## src/rtl/adc_scan_scheduler.sv

```systemverilog
// Periodic scan sequencer for the AdcReceiver front end: walks the enabled channels on each
// scan tick, requests one conversion per channel and streams tagged results out.
module adc_scan_scheduler #(
  parameter int PERIOD_CYCLES  = 50000,
  parameter int TIMEOUT_CYCLES = 2000,
  parameter bit UNIPOLAR       = 1'b1
) (
  input  logic        i_clk,
  input  logic        i_rst_n,
  input  logic        i_enable,
  input  logic [7:0]  i_chan_mask,
  output logic [5:0]  o_tx_bits,
  output logic        o_request_conversion,
  input  logic        i_conv_in_process,
  input  logic        i_rx_dv,
  input  logic [11:0] i_rx_data,
  output logic        o_sample_valid,
  input  logic        i_sample_ready,
  output logic [2:0]  o_sample_chan,
  output logic [11:0] o_sample_data,
  output logic        o_busy,
  output logic        o_overrun,
  output logic        o_timeout
);

  localparam int PW = (PERIOD_CYCLES > 2) ? $clog2(PERIOD_CYCLES) : 1;
  localparam int TW = $clog2(TIMEOUT_CYCLES + 1);
  localparam logic [PW-1:0] PERIOD_LAST  = PW'(PERIOD_CYCLES - 1);
  localparam logic [PW-1:0] PERIOD_ONE   = PW'(1);
  localparam logic [TW-1:0] TIMEOUT_LAST = TW'(TIMEOUT_CYCLES - 1);
  localparam logic [TW-1:0] TIMEOUT_ONE  = TW'(1);

  typedef enum logic [1:0] {
    ST_IDLE = 2'd0,
    ST_SEL  = 2'd1,
    ST_REQ  = 2'd2,
    ST_WAIT = 2'd3
  } state_t;

  // Bit order expected by the ADC: S/D, O/S, S1, S0, UNI, SLP.
  function automatic logic [5:0] cfg_word(input logic [2:0] chan);
    return {1'b1, chan[0], chan[2], chan[1], UNIPOLAR, 1'b0};
  endfunction

  state_t          r_state;
  logic [PW-1:0]   r_period_cnt;
  logic [TW-1:0]   r_to_cnt;
  logic [7:0]      r_mask;
  logic [3:0]      r_ptr;
  logic [5:0]      r_tx_bits;
  logic            r_req;
  logic            r_sample_valid;
  logic [2:0]      r_sample_chan;
  logic [11:0]     r_sample_data;
  logic            r_busy;
  logic            r_overrun;
  logic            r_timeout;

  logic            w_tick;
  logic            w_chan_on;
  logic            w_to_hit;

  assign w_tick    = i_enable && (r_period_cnt == PERIOD_LAST);
  assign w_chan_on = r_mask[r_ptr[2:0]];
  assign w_to_hit  = (r_to_cnt == TIMEOUT_LAST);

  always_ff @(posedge i_clk or negedge i_rst_n) begin
    if (!i_rst_n) begin
      r_period_cnt <= '0;
    end else if (!i_enable || w_tick) begin
      r_period_cnt <= '0;
    end else begin
      r_period_cnt <= r_period_cnt + PERIOD_ONE;
    end
  end

  always_ff @(posedge i_clk or negedge i_rst_n) begin
    if (!i_rst_n) begin
      r_state        <= ST_IDLE;
      r_to_cnt       <= '0;
      r_mask         <= 8'h00;
      r_ptr          <= 4'd0;
      r_tx_bits      <= 6'd0;
      r_req          <= 1'b0;
      r_sample_valid <= 1'b0;
      r_sample_chan  <= 3'd0;
      r_sample_data  <= 12'h000;
      r_busy         <= 1'b0;
      r_overrun      <= 1'b0;
      r_timeout      <= 1'b0;
    end else begin
      r_overrun <= w_tick && (r_state != ST_IDLE);
      r_timeout <= 1'b0;
      r_req     <= 1'b0;
      if (r_sample_valid && i_sample_ready) begin
        r_sample_valid <= 1'b0;
      end
      case (r_state)
        ST_IDLE: begin
          if (w_tick && (i_chan_mask != 8'h00)) begin
            r_state <= ST_SEL;
            r_mask  <= i_chan_mask;
            r_ptr   <= 4'd0;
            r_busy  <= 1'b1;
          end
        end
        ST_SEL: begin
          if (!i_enable || r_ptr[3]) begin
            r_state <= ST_IDLE;
            r_busy  <= 1'b0;
          end else if (!w_chan_on) begin
            r_ptr <= r_ptr + 4'd1;
          end else if (!r_sample_valid && !i_conv_in_process) begin
            // Holding back while a sample is pending guarantees the single-entry output never overflows.
            r_state   <= ST_REQ;
            r_req     <= 1'b1;
            r_tx_bits <= cfg_word(r_ptr[2:0]);
            r_to_cnt  <= '0;
          end
        end
        ST_REQ: begin
          r_state  <= ST_WAIT;
          r_to_cnt <= r_to_cnt + TIMEOUT_ONE;
        end
        ST_WAIT: begin
          if (i_rx_dv || w_to_hit) begin
            if (i_rx_dv) begin
              r_sample_valid <= 1'b1;
              r_sample_chan  <= r_ptr[2:0];
              r_sample_data  <= i_rx_data;
            end else begin
              r_timeout <= 1'b1;
            end
            r_ptr   <= r_ptr + 4'd1;
            r_state <= i_enable ? ST_SEL : ST_IDLE;
            r_busy  <= i_enable;
          end else begin
            r_to_cnt <= r_to_cnt + TIMEOUT_ONE;
          end
        end
        default: begin
          r_state <= ST_IDLE;
          r_busy  <= 1'b0;
        end
      endcase
    end
  end

  assign o_tx_bits            = r_tx_bits;
  assign o_request_conversion = r_req;
  assign o_sample_valid       = r_sample_valid;
  assign o_sample_chan        = r_sample_chan;
  assign o_sample_data        = r_sample_data;
  assign o_busy               = r_busy;
  assign o_overrun            = r_overrun;
  assign o_timeout            = r_timeout;

endmodule

```

## config.mk

```make
export PLATFORM = sky130hd
export DESIGN_NAME = adc_scan_scheduler
export DESIGN_NICKNAME = d
export VERILOG_FILES = /design/src/rtl/adc_scan_scheduler.sv
export SDC_FILE = /design/constraint.sdc
export NUM_CORES = 1
export LEC_CHECK = 0
export ABC_AREA = 1
export CORE_UTILIZATION = 54
export CTS_CLUSTER_SIZE = 24
export DETAILED_ROUTE_END_ITERATION = 10
export PLACE_DENSITY_LB_ADDON = 0.3
export SYNTH_ARGS = -nofsm -noshare
export SYNTH_HDL_FRONTEND = slang
export SYNTH_SLANG_ARGS = --single-unit
```

## constraint.sdc

```tcl
create_clock -name i_clk -period 2.04 [get_ports i_clk]
set_clock_uncertainty 0.15 [all_clocks]
set_input_delay 0.408 -clock i_clk [delete_from_list [all_inputs] [get_ports i_clk]]
set_output_delay 0.408 -clock i_clk [all_outputs]
set_load 0.02 [all_outputs]
```

== After elaboration in Yosys (flattened, before gate mapping) ==
Index checks and enable logic that the tools add are counted.

* Flip-flop bits (word level): 66
* Input bits: 26

* Add/subtract/negate cells: 3
* Order comparisons: 1
* Eq/ne operators: 15
* Mux-type cells: 35
* Bitwise gates (word level): 1
* Reductions and logical operators: 23

{| class="wikitable"
|+ Operator list
! operator !! number
|-
| 11-bit 2-to-1 mux || 4
|-
| 11-bit case mux with 3 select lines || 1
|-
| 16-bit by 1-bit adder with 16-bit output, second input constant || 1
|-
| 16-bit equality test, second input constant || 1
|-
| 1-bit 2-to-1 mux || 16
|-
| 16-bit 2-to-1 mux || 1
|-
| 4-bit 2-to-1 mux || 4
|-
| 2-bit != test, second input constant || 8
|-
| 4-bit case mux with 3 select lines || 1
|-
| 4-bit AND reduction || 3
|-
| 11-bit by 1-bit adder with 11-bit output, second input constant || 1
|-
| 11-bit equality test, second input constant || 1
|-
| 2-bit 2-to-1 mux || 5
|-
| 5-bit AND reduction || 2
|-
| 2-bit case mux with 4 select lines || 1
|-
| 8-bit nonzero test || 1
|-
| 3-bit != test, second input constant || 2
|-
| 3-bit nonzero test || 2
|-
| 1-bit logical AND || 5
|-
| 4-bit by 1-bit adder with 4-bit output, second input constant || 1
|-
| 2-bit equality test, second input constant || 2
|-
| 3-bit by 4-bit less-than comparator with 1-bit output, second input constant || 1
|-
| 1-bit binary-select mux with 3-bit select || 1
|-
| 1-bit logical NOT || 3
|-
| 8 further kinds || 10
|}

== Longest topological paths before layout ==
Gate-level depths: netlist of run 1.

* Word-level depth: 6
* Depth in mapped cells: 12

== Worst setup path after synthesis of run 1 ==
OpenSTA, ideal clock, no wires.

* Kind: register to register
* From: register with a tool-made name
* To: register r_to_cnt[6]
* Setup time: 118 ps
* Arrival time: 1528 ps
* Path slack: 245 ps
* Cell stages (with the launch flop): 10
* Period minus slack after synthesis: 1795 ps
* Cells stage by stage: dfrtp_1 > inv_1 > ha_1 > inv_1 > nor2_1 > nor4_1 > nand3_2 > buf_6 > nand2_1 > nand2_1

{| class="wikitable"
|+ RTL lines
! what !! RTL line !! RTL
|-
| end signal, assigned || 123 || <nowiki>r_to_cnt <= r_to_cnt + TIMEOUT_ONE;</nowiki>
|-
| end signal, assigned || 138 || <nowiki>r_to_cnt <= r_to_cnt + TIMEOUT_ONE;</nowiki>
|-
| end, declared || 47 || <nowiki>logic [TW-1:0] r_to_cnt;</nowiki>
|}

== Worst setup path after layout of run 1 ==
* From: register r_to_cnt[1]
* To: register r_ptr[0]

* Cells in the longest elaborated chain, start to end: 4

{| class="wikitable"
|+ RTL lines
! what !! RTL line !! RTL
|-
| 11-bit equality test || 65 || <nowiki>assign w_to_hit = (r_to_cnt == TIMEOUT_LAST);</nowiki>
|-
| 1-bit logical OR || 126 || <nowiki>if (i_rx_dv || w_to_hit) begin</nowiki>
|-
| 2-bit != test (no source line) || - ||
|-
| 5-bit AND reduction (no source line) || - ||
|-
| end signal, assigned || 112 || <nowiki>r_ptr <= r_ptr + 4'd1;</nowiki>
|-
| end signal, assigned || 134 || <nowiki>r_ptr <= r_ptr + 4'd1;</nowiki>
|-
| end, declared || 49 || <nowiki>logic [3:0] r_ptr;</nowiki>
|}

Every way passes these cells.
A chain may end at the register's enable or synchronous reset.

==> results.sh, run 1 <==
export IMPL_status="complete, no violations"
export IMPL_setup_tns_ns=0
export IMPL_gp_congestion=0.924
export IMPL_yosysUniqueCellTypes=35
export IMPL_cts_tree="yes"
export IMPL_drive_gt1_share_pct=14.6
export IMPL_cts_htree_levels=3
export IMPL_synth_most_common_cell="nand2_1"
export IMPL_syn_avg_cell_area_um2=8.02
export IMPL_die_area_um2=6520
export IMPL_synth_top_cell_by_area="dfrtp_1"
export IMPL_leakagePower_nw=2.11
export IMPL_drc=0
export IMPL_synth_seq_cells=65
export IMPL_drv_cap=0
export IMPL_synth_cell_area_um2=3350
export IMPL_fill_cells=437
export IMPL_slew_violations=0
export IMPL_grt_use_met3_pct=6.18
export IMPL_layout_cells_non_filler=575
export IMPL_worst_skew_pair_late_latency_ns=0.34
export IMPL_synthArstFlopShare_pct=100
export IMPL_peakVddDrop_uv=947
export IMPL_clock_sinks=65
export IMPL_multi_input_area_um2=1520
export IMPL_ys_top_cells_by_count="nand2_1 (131), dfrtp_1 (65), nor2_1 (58)"
export IMPL_finalHoldViolations=0
export IMPL_worstPathMaxFanout=8
export IMPL_routed_via_count=2976
export IMPL_critical_path_arrival_ns=2.04
export IMPL_start_util_pct=56.3
export IMPL_grt_ovfl_total=0
export IMPL_end_kind="register"
export IMPL_area_growth_pct=30.8
export IMPL_placed_cells=553
export IMPL_setup_violations=0
export IMPL_ys_warn_count=0
export IMPL_power_density_nw_per_um2=1030
export IMPL_drt_iter0_drc=140
export IMPL_grt_pass1_vias=2925
export IMPL_viasPerCell=5.18
export IMPL_nets=529
export IMPL_grt_usage_pct=26.0
export IMPL_syn_inst=418
export IMPL_io_pins=52
export IMPL_antenna_left=0
export IMPL_grt_max_degree=28
export IMPL_synth_enable_flop_cells=0
export IMPL_port_buffers=50
export IMPL_numCtsBuffers=9
export IMPL_ys_seq_area_share_pct=48.5
export IMPL_tightest_slew_ns=0.547
export IMPL_drtPass1Iterations=4
export IMPL_r2r_cells=10
export IMPL_totalWireLength_um=7560
export IMPL_clockRootBuffer="clkbuf_8"
export IMPL_grt_busiest_layer="met2"
export IMPL_period_minus_slack_ns=1.96
export IMPL_grt_pass1_wl_um=12800
export IMPL_met2_usage_pct=42.5
export IMPL_critPathRequiredTime_ns=2.12
export IMPL_dp_hpwl_um=5420
export IMPL_grt_util_met1_pct=33.0
export IMPL_hold_depth=1
export IMPL_num_antenna_cells=0
export IMPL_synthFlopType="dfrtp_1"
export IMPL_wire_per_inst_um=13.2
export IMPL_hold_class="reg2reg"
export IMPL_path_class="reg2reg"
export IMPL_die_h_um=80.8
export IMPL_num_rows=28
export IMPL_max_freq_mhz=510
export IMPL_coreArea_um2=5960
export IMPL_antenna_found_initial=0
export IMPL_clkTransAtPathRegs_ns=0.08
export IMPL_synth_top_area_share_pct=48.5
export IMPL_fp_dieW_um=80.8
export IMPL_start_kind="register"
export IMPL_register_area_um2=1630
export IMPL_post_route_period_util_pct=96.2
export IMPL_synthTopCellsByArea="dfrtp_1 (49%), nand2_1 (15%), nor2_1 (6.5%)"
export IMPL_cts_max_path_buffers=2
export IMPL_syn_num_nets=452
export IMPL_slew_headroom_pct=63.5
## cell type report
cell class / count / area share, %
flip-flops and latches: 65 / 37.2
multi-input cells: 303 / 34.7
repair buffers: 76 / 17.0
inverters: 40 / 3.43
clock buffers: 10 / 2.91
clock inverters: 6 / 2.63
well taps: 75 / 2.14
## cells in the final DEF, fill, tap and decap left out, drive strengths merged, types with 3 or more instances in the layout
cell type,n
nor3b,3
bufinv,3
clkbuf,10
xor2,8
dfrtp,65
xnor2,6
nor3,8
or2,3
ha,8
a21oi,14
inv,41
nand2,134
nor2,60
buf,26
o21bai,4
nand4,10
nand3,24
clkdlybuf4s50,49
o21ai,15
## layer usage
| layer | vias to the layer above | wire length (um) |
|---|---|---|
| met5 | - | 0 |
| met4 | 0 | 174 |
| met3 | 18 | 354 |
| met2 | 78 | 3650 |
| met1 | 1409 | 3380 |
| li1 | 1471 | - |
## worst paths after layout
| kind | endpoint | startpoint | slack [ns] |
|---|---|---|---|
| max | r_ptr[0] | r_to_cnt[1] | 0.08 |
| min | r_period_cnt[0] | r_period_cnt[0] | 0.31 |
| max reg2reg | r_ptr[0] | r_to_cnt[1] | 0.08 |
| min reg2reg | r_period_cnt[0] | r_period_cnt[0] | 0.31 |
| max in group asynchronous | r_ptr[0] | i_rst_n | 0.67 |
| min in group asynchronous | r_to_cnt[3] | i_rst_n | 0.43 |
## sequential cells by signal (all words and copies together), names as in the netlist, named ones only
name                  flops
o_sample_data            12
o_request_conversion      1
r_ptr                     4
r_to_cnt                 11
o_sample_valid            1
o_overrun                 1
r_period_cnt             16
r_state                   1
r_mask                    8
o_timeout                 1
o_busy                    1
o_sample_chan             3
o_tx_bits                 4
## where the power goes
part / internal (mW) / total [mW] / leakage, nW / switching [mW]
clock: 0.819 / 1.34 / 0.117 / 0.522
combinational: 0.709 / 1.56 / 1.13 / 0.851
sequential: 1.46 / 1.61 / 0.865 / 0.152
total: 2.99 / 4.51 / 2.11 / 1.52
## stage by stage
step	instance area [um^2]	setup slack [ns]	util [%]	hold slack (ns)	total power, mW
floorplan	3350	0.245	-	-0.0376	2.43
global placement	4070	-0.0623	68.4	0.271	3.04
detailed placement	4070	-0.138	68.4	0.268	3.08
CTS	4320	0.0249	72.6	0.309	4.45
global route	4380	-0.0330	73.6	0.341	4.78
finish	4380	0.0778	73.6	0.310	4.51
## cells by family after synthesis
| kind of cell | Yosys count | share of synthesized area, % |
|---|---|---|
| buffers and inverters | 50 | 6.53 |
| DFF | 65 | 48.5 |
| AOI/OAI and AO/OA | 36 | 7.17 |
| other | 1 | 0.112 |
| xor gates and xnor gates | 14 | 3.66 |
| and+or+nand+nor | 244 | 31.0 |
| adders and majority gates | 8 | 2.99 |
## critical path, stage by stage (launching register included)
cell and delay [ns]:
dfrtp_1 0.43, ha_2 0.25, inv_1 0.05, nor2_1 0.09, nand4_1 0.18, nand2_1 0.12
inv_1 0.08, a21oi_4 0.23, nand2_2 0.13, nand2_1 0.10, nand2_1 0.05
## repair_timing
action,CTS,global route
hold endpoints to repair,20,0
setup endpoints to repair,0,19
gates resized for setup,0,10
buffers inserted,0,5
hold buffers,1,0
No activity file was read; power rests on OpenSTA's default activity.
==> inputs of run 2 (changes only) <==
--- a/config.mk
+++ b/config.mk
@@ -6,10 +6,11 @@
 export NUM_CORES = 1
 export LEC_CHECK = 0
 export ABC_AREA = 1
-export CORE_UTILIZATION = 54
+export CORE_UTILIZATION = 40
 export CTS_CLUSTER_SIZE = 24
 export DETAILED_ROUTE_END_ITERATION = 10
 export PLACE_DENSITY_LB_ADDON = 0.3
+export SLEW_MARGIN = 15
 export SYNTH_ARGS = -nofsm -noshare
 export SYNTH_HDL_FRONTEND = slang
 export SYNTH_SLANG_ARGS = --single-unit
==> results.sh, run 2 (synthesis gave the netlist of run 1 again) <==
export IMPL_leakagePower_nw=2.07
export IMPL_hold_class="reg2reg"
export IMPL_grt_max_degree=66
export IMPL_worstPathMaxFanout=8
export IMPL_coreArea_um2=8180
export IMPL_setup_slack_ns=0.131
export IMPL_totalWireLength_um=6920
export IMPL_max_flop_register="r_period_cnt"
export IMPL_fill_cells=775
export IMPL_cts_htree_levels=3
export IMPL_io_pins=52
export IMPL_num_rows=33
export IMPL_layout_common_cells="nand2_1 (131), dfrtp_1 (65), nor2_1 (58)"
export IMPL_critical_path_arrival_ns=1.99
export IMPL_slew_violations=0
export IMPL_wire_per_inst_um=11.5
export IMPL_critPathRequiredTime_ns=2.12
export IMPL_grt_pass1_vias=2683
export IMPL_drt_iter0_drc=97
export IMPL_numCtsBuffers=9
export IMPL_max_freq_mhz=524
export IMPL_period_minus_slack_ns=1.91
export IMPL_power_density_nw_per_um2=964
export IMPL_fp_dieW_um=93.5
export IMPL_post_route_period_util_pct=93.6
export IMPL_worst_skew_pair_late_latency_ns=0.35
export IMPL_gp_congestion=0.833
export IMPL_clkTransAtPathRegs_ns=0.07
export IMPL_grt_usage_pct=16.9
export IMPL_port_buffers=50
export IMPL_cts_max_path_buffers=2
export IMPL_drv_cap=0
export IMPL_setup_violations=0
export IMPL_start_util_pct=41.0
export IMPL_critPathBufInv=2
export IMPL_register_area_um2=1630
export IMPL_cts_tree="yes"
export IMPL_die_h_um=93.5
export IMPL_viasPerCell=4.67
export IMPL_dp_slack_ns=-0.101
export IMPL_r2r_slack_ns=0.13
export IMPL_largest_register_ffs=16
export IMPL_end_kind="register"
export IMPL_path_class="reg2reg"
export IMPL_routed_via_count=2819
export IMPL_drive_gt1_share_pct=13.3
export IMPL_timing_rr_start="r_to_cnt[1]"
export IMPL_multi_input_area_um2=1520
export IMPL_clockRootBuffer="clkbuf_8"
export IMPL_die_area_um2=8750
export IMPL_start_kind="register"
export IMPL_worstHoldStart="o_busy"
export IMPL_final_common_cell="nand2_1"
export IMPL_finalHoldViolations=0
export IMPL_grt_ovfl_total=0
export IMPL_cpMaxStageDelayCell="dfrtp_1"
export IMPL_antenna_found_initial=0
export IMPL_postLayoutCellArea_um2=4320
export IMPL_grt_setup_unrepaired="no"
export IMPL_status="complete, no violations"
export IMPL_cp_cell_sequence="ha_2 > inv_1 > nor2_1 > nand4_1 > or2_1 > nand3_2 > inv_2 > nand3_1 > nand2_1"
export IMPL_path_delay_family="simple AND/OR/NAND/NOR gates"
export IMPL_area_growth_pct=28.9
export IMPL_dp_hpwl_um=5030
export IMPL_drtPass1Iterations=5
export IMPL_critPathMaxStageDelay_ns=0.43
export IMPL_antenna_left=0
export IMPL_grt_pass1_wl_um=11700
export IMPL_peakVddDrop_uv=557
export IMPL_num_antenna_cells=0
export IMPL_startpoint="r_to_cnt[1]"
export IMPL_clock_sinks=65
export IMPL_drc=0
export IMPL_nets=527
export IMPL_place_area_um2=4080
-- run 2: cell count changes in the layout (fill, tap and decap cells not counted), sizes merged --
cell and delta:
bufinv -2, buf -2, inv -1, clkinv +2, clkbuf -1, clkinvlp +2
-- run 2: worst paths after layout --
| check | depth (start not counted) | to |
|---|---|---|
| max in group asynchronous | 3 | r_period_cnt[5] |
| hold / removal | 2 | o_busy |
| hold reg to reg | 2 | o_busy |
| min in group asynchronous | 3 | r_period_cnt[7] |
| setup / recovery | 9 | r_to_cnt[6] |
| setup reg to reg | 9 | r_to_cnt[6] |
-- run 2: metal layers --
metal	vias up	wire length, um	GRT usage [%]
met3	12	333	4.63
li1	1470	-	-
met1	1281	3380	22.0
met5	-	0	0
met2	56	3110	27.5
met4	0	97	5.13
-- run 2: through the flow --
stage               total power [mW]  hold slack (ns)  setup TNS [ns]  cells  util [%]
finish                          4.16            0.322               0    603      52.8
global route                    4.43            0.348               0    603      52.8
CTS                             4.17            0.330               0    601      52.4
detailed placement              3.07            0.306          -0.820    584      49.9
global placement                3.05            0.305          -0.425    584      49.9
floorplan                       2.43          -0.0376               0    418         -
-- run 2: area by class of cell --
type                       count  area share [%]
sequential                    65            37.7
multi-input combinational    303            35.3
timing repair buffer          74            16.0
inverter                      40            3.48
tap                          105            3.04
clock buffer                   9            2.87
clock inverter                 7            1.65
-- run 2: worst min-delay path, cell delays in order (launching register included) --
cell and delay, ns:
dfrtp_1 0.34, nand2_1 0.05, nand2_1 0.05
-- run 2: what timing repair did --
action	in CTS	in global routing
hold buffers	1	0
resized for setup	0	5
setup buffers	0	2
endpoints found under the hold margin	65	0
setup endpoints to repair	0	18
-- run 2: where the power goes --
part / internal (mW) / switching [mW]
logic: 0.678 / 0.817
clock network: 0.561 / 0.507
registers: 1.46 / 0.143
